**config.mk**
```make
export PLATFORM = sky130hd
export DESIGN_NAME = m_tx_scheduler
export DESIGN_NICKNAME = d
export VERILOG_FILES = /design/src/rtl/m_mpu_pkg.sv /design/src/rtl/m_tick_gen.sv /design/src/rtl/m_tx_scheduler.sv
export SDC_FILE = /design/constraint.sdc
export NUM_CORES = 1
export LEC_CHECK = 0
export ABC_AREA = 1
export BUFFER_PORTS_ARGS = -buffer_cell sky130_fd_sc_hd__clkbuf_2
export CAP_MARGIN = 20
export CORE_ASPECT_RATIO = 0.5
export CORE_MARGIN = 4
export CORE_UTILIZATION = 35
export DETAILED_ROUTE_END_ITERATION = 8
export GPL_ROUTABILITY_DRIVEN = 0
export SLEW_MARGIN = 20
export SYNTH_ARGS = -nofsm -noshare
export SYNTH_HDL_FRONTEND = slang
export SYNTH_SLANG_ARGS = --single-unit
```
**constraint.sdc**
```tcl
create_clock -name clk -period 2.5 [get_ports clk]
set_input_delay 0.5 -clock clk [delete_from_list [all_inputs] [get_ports clk]]
set_output_delay 0.5 -clock clk [all_outputs]
set_load 0.1 [all_outputs]
```
**src/rtl/m_mpu_pkg.sv**
```systemverilog
// Shared definitions for the MPU serial transmit path: FSM state encoding
// and default geometry for the transmit scheduler.
package m_mpu_pkg;

    localparam int WORD_DFLT      = 8;
    localparam int NOB_DFLT       = 4;
    localparam int MUX_DFLT       = 2;
    localparam int DEF_RATIO_DFLT = 4;

    typedef enum logic [1:0] {
        IDLE  = 2'd0,
        LOAD  = 2'd1,
        SHIFT = 2'd2,
        DONE  = 2'd3
    } tx_state_e;

endpackage

```
**src/rtl/m_tick_gen.sv**
```systemverilog
// Divide-by-ratio tick generator: one-cycle tick every 'ratio' clocks,
// restarting from zero whenever clear is held.
module m_tick_gen #(
    parameter int NOB = 4
) (
    input  logic           clk,
    input  logic           reset,
    input  logic           clear,
    input  logic [NOB-1:0] ratio,
    output logic           tick
);

    logic [NOB-1:0] r_cnt;
    logic           w_last;

    // ratio is never 0 here; the scheduler clamps it to at least 1
    assign w_last = (r_cnt == ratio - NOB'(1));
    assign tick   = !clear && w_last;

    always_ff @(posedge clk) begin
        if (reset || clear) begin
            r_cnt <= '0;
        end else if (w_last) begin
            r_cnt <= '0;
        end else begin
            r_cnt <= r_cnt + NOB'(1);
        end
    end

endmodule

```
**src/rtl/m_tx_scheduler.sv**
```systemverilog
// Round-robin scheduler sharing one serial line between NREQ requesters;
// the granted word is shifted out MSB first at ratio_frame clocks per bit.
module m_tx_scheduler
    import m_mpu_pkg::*;
#(
    parameter int WORD      = WORD_DFLT,
    parameter int NOB       = NOB_DFLT,
    parameter int MUX       = MUX_DFLT,
    parameter int DEF_RATIO = DEF_RATIO_DFLT
) (
    input  logic                   clk,
    input  logic                   reset,
    input  logic                   ratio_setting,
    input  logic [NOB-1:0]         divide_ratio,
    input  logic [(2**MUX)-1:0]    req,
    input  logic [(2**MUX)*WORD-1:0] data_in,
    output logic [(2**MUX)-1:0]    ack,
    output logic [MUX-1:0]         grant_id,
    output logic                   busy,
    output logic                   data_o,
    output logic                   bit_valid,
    output logic                   done
);

    localparam int NREQ = 2**MUX;
    localparam int BCW  = (WORD > 1) ? $clog2(WORD) : 1;
    localparam logic [BCW-1:0] LAST_BIT = BCW'(WORD - 1);

    tx_state_e       r_state;
    tx_state_e       w_next_state;
    logic [MUX-1:0]  r_grant_id;
    logic [MUX-1:0]  r_last_grant;
    logic [MUX-1:0]  w_sel;
    logic            w_any_req;
    logic [WORD-1:0] r_shreg;
    logic [NOB-1:0]  r_ratio_reg;
    logic [NOB-1:0]  r_ratio_frame;
    logic [NOB-1:0]  w_ratio_eff;
    logic [BCW-1:0]  r_bit_cnt;
    logic            w_tick;
    logic            w_tick_clear;

    assign w_ratio_eff  = (r_ratio_reg == '0) ? NOB'(1) : r_ratio_reg;
    assign w_tick_clear = (r_state != SHIFT);

    m_tick_gen #(
        .NOB(NOB)
    ) u_tick_gen (
        .clk  (clk),
        .reset(reset),
        .clear(w_tick_clear),
        .ratio(r_ratio_frame),
        .tick (w_tick)
    );

    // Search starts just after the last served requester, so a requester
    // waits at most NREQ-1 frames.
    always_comb begin : arbiter
        logic [MUX-1:0] idx;
        w_sel     = r_last_grant;
        w_any_req = 1'b0;
        idx       = '0;
        for (int i = 1; i <= NREQ; i++) begin
            idx = r_last_grant + MUX'(i);
            if (!w_any_req && req[idx]) begin
                w_sel     = idx;
                w_any_req = 1'b1;
            end
        end
    end

    always_comb begin
        w_next_state = r_state;
        ack          = '0;
        busy         = 1'b1;
        data_o       = 1'b0;
        bit_valid    = 1'b0;
        done         = 1'b0;
        case (r_state)
            IDLE: begin
                busy = 1'b0;
                if (w_any_req) begin
                    w_next_state = LOAD;
                end
            end
            LOAD: begin
                ack          = NREQ'(1) << r_grant_id;
                w_next_state = SHIFT;
            end
            SHIFT: begin
                data_o    = r_shreg[WORD-1];
                bit_valid = 1'b1;
                if (w_tick && (r_bit_cnt == LAST_BIT)) begin
                    w_next_state = DONE;
                end
            end
            DONE: begin
                done         = 1'b1;
                w_next_state = IDLE;
            end
            default: w_next_state = IDLE;
        endcase
    end

    always_ff @(posedge clk) begin
        if (reset) begin
            r_state       <= IDLE;
            r_grant_id    <= '0;
            r_last_grant  <= MUX'(NREQ - 1);
            r_shreg       <= '0;
            r_ratio_reg   <= NOB'(DEF_RATIO);
            r_ratio_frame <= NOB'(DEF_RATIO);
            r_bit_cnt     <= '0;
        end else begin
            r_state <= w_next_state;
            if (ratio_setting) begin
                r_ratio_reg <= divide_ratio;
            end
            // Frame parameters are frozen in LOAD so mid-frame ratio writes
            // only take effect on the following frame.
            case (r_state)
                IDLE: begin
                    if (w_any_req) begin
                        r_grant_id <= w_sel;
                    end
                end
                LOAD: begin
                    r_shreg       <= data_in[int'(r_grant_id)*WORD +: WORD];
                    r_ratio_frame <= w_ratio_eff;
                    r_bit_cnt     <= '0;
                end
                SHIFT: begin
                    if (w_tick) begin
                        r_shreg   <= {r_shreg[WORD-2:0], 1'b0};
                        r_bit_cnt <= r_bit_cnt + BCW'(1);
                    end
                end
                DONE: begin
                    r_last_grant <= r_grant_id;
                end
                default: ;
            endcase
        end
    end

    assign grant_id = r_grant_id;

endmodule

```
==> metrics.txt <==
Unique masters post-synth 28; Tot GR Track Use about 14%; number of global-route vias before repair about 1800; CTS Buf Count 5; R2R Path End r_shreg[4]$_SDFFE_PP0P_; starting density of the core between 30% and 40%; min-delay src divide_ratio[2]; core area 4910 um^2; area grow syn2layout 25.9%; post-synth top area share 32.6%; status finished, final reports clean; Fillers ~520; largest net degree at the start of global routing 18; DRT iter0 DRCs 62; max reg flops 8; io pins 53; kind of critical path flip-flop to primary output; hold depth 3; DRC Markers 0; non-filler instance count after layout between 300 and 400; pwr dens ~1000 nW/um^2; Top reg by flops r_shreg; synthesized area per cell 6.72 um^2; HP Class input pin to flip-flop; number of setup buffers added after CTS 0; Worst IR Drop VDD 0.000500 V; Area after DPL approximately 2100 um^2; synth warn 0; cell accounting for the most synthesized area dfxtp_1; Reg area about 580 um^2; GRT overflow 0; reg2reg start r_ratio_frame[0]$_SDFFE_PP0P_; Worst Tran Pin Value around 0.55 ns; clock buffer depth 2; Relative slew margins 63.4%; DR pass1 iterations 4; pre-CTS WS ~0.37 ns; fmax approximately 420 MHz; clock sinks 29; Vias/cell 4.71; Required @ worst endpoint 2.00 ns; CP endpoint kind primary output; Seq cells post-synth 29; TritonCTS clock tree yes; width of the die roughly 110 um; Detailed Route WL about 4200 um; clk slew on worst S/H paths ~0.070 ns; ant diodes 0; final setup margin 0.115 ns; max-slew violations 0; Post-Syn Area roughly 1800 um^2; clk root buf clkbuf_8; cell count after synthesis between 200 and 300; # rows 18; CTS Hold Bufs 0; R2R cell count 9; crit path from r_state[1]$_SDFFE_PP0P_; PortBufs 52; CP startpoint kind flip-flop; layout cells sized above 1 25.9%; Final Hold Viols 0; Clock Skew approximately 0.0064 ns; synth top area cells dfxtp_1, nand2_1, inv_1; die area between 6000 and 7000 um^2; post-CTS sizing 0; Inst Count DP ~380; fin area around 2200 um^2; Syn Nets around 320; Final Critical Period between 2 and 2.5 ns; Leakage about 1.1 nW; fin crit share between 90% and 100%; dpl hpwl 3450 um; # setup viols final 0; via count approximately 1800; initial antenna violation count 0; average wire per standard cell roughly 11 um; total power between 0.002 and 0.0025 W; clock latency on the worst-skew pair 0.28 ns; RSZ-0062 raised after global routing no; Critical Path AT 1.89 ns; Final ANT Viol Nets 0; r2r setup slk approximately 0.7 ns; multi-input logic area 1070 um^2; first-pass GRT wire length between 7000 and 8000 um; max_cap viols 0; sequential share of the synthesized area about a third; chip height ~58 um; Synth Flop Type dfxtp_1; capture point of the critical path ack[1]; nets 370; H-tree levels 2; number of synthesized flops with an enable pin 0; Async SR Flop Fraction 0%; CP max FO 10
-- cell usage after synthesis (3+ instances only) --
library cell,n
nor2_1,20
mux2i_1,7
inv_1,31
dfxtp_1,29
clkbuf_1,3
xor2_1,3
nand2_1,70
o21ai_0,16
o21ai_1,4
nand3_1,12
ha_1,8
inv_2,3
nand4_1,9
a21oi_1,23
nand2_2,9
-- per-layer routing --
metal | GRT usage, % | vias to the layer above | share of wire, %
met3 | 3.83 | 5 | 5.5
met5 | 0 | - | 0
li1 | - | 972 | -
met1 | 18.2 | 826 | 48
met4 | 3.24 | 0 | 0.73
met2 | 24.9 | 33 | 46
-- stage by stage --
step	hold slack [ns]	setup TNS (ns)	util (%)
final	0.438	0	45.7
after floorplan	0.433	-0.246	-
after global placement	0.451	0	43.6
after detailed placement	0.457	0	43.6
after CTS	0.432	0	45.7
after global routing	0.462	0	45.7
-- power by group --
part           internal (W)  switching (W)  total [W]
Combinational      0.000358       0.000890    0.00125
Sequential         0.000578      0.0000980   0.000676
Clock              0.000248       0.000170   0.000419
Total               0.00118        0.00116    0.00234
-- layout make-up --
type                       instances  area share, %
timing repair buffer              53           12.1
multi-input combinational        196           47.9
tap                               70           3.91
clock inverter                     1          0.223
inverter                          34           5.69
sequential                        29           25.9
clock buffer                       7           4.30
-- critical path, stage by stage (launching register included) --
cell,delay (ns)
dfxtp_1,0.34
inv_1,0.09
ha_1,0.33
inv_1,0.25
nor2_4,0.14
clkbuf_2,0.46
-- cell usage in the layout, fill, tap and decap left out, types with 4 or more instances in the layout --
cell type / instances
o21ai_1: 4
ha_1: 7
nand2_2: 9
clkbuf_2: 50
o21ai_0: 16
nand4_1: 9
clkbuf_8: 7
nand2_1: 70
nand3_1: 12
a21oi_1: 23
dfxtp_1: 29
mux2i_1: 7
inv_1: 31
nor2_1: 18
-- cells by family after synthesis --
logic type,after synthesis,synth area share (%)
compound gates,50,15.1
buf+inv,40,8.92
flops,29,32.6
fa+ha+maj,8,5.62
xor+xnor,5,2.46
mux,7,3.94
simple gates,126,31.3
-- worst min path at each step --
stage	to	slack, ns
2_1_floorplan	r_bit_cnt[0]$_SDFFE_PP0P_	0.43
3_3_place_gp	r_bit_cnt[0]$_SDFFE_PP0P_	0.45
3_5_place_dp	r_bit_cnt[0]$_SDFFE_PP0P_	0.46
5_1_grt	r_ratio_reg[0]$_SDFFE_PP0P_	0.46
4_1_cts	r_ratio_reg[2]$_SDFFE_PP1P_	0.43
6_report	r_ratio_reg[2]$_SDFFE_PP1P_	0.44
No activity file was read; power rests on OpenSTA's default activity.
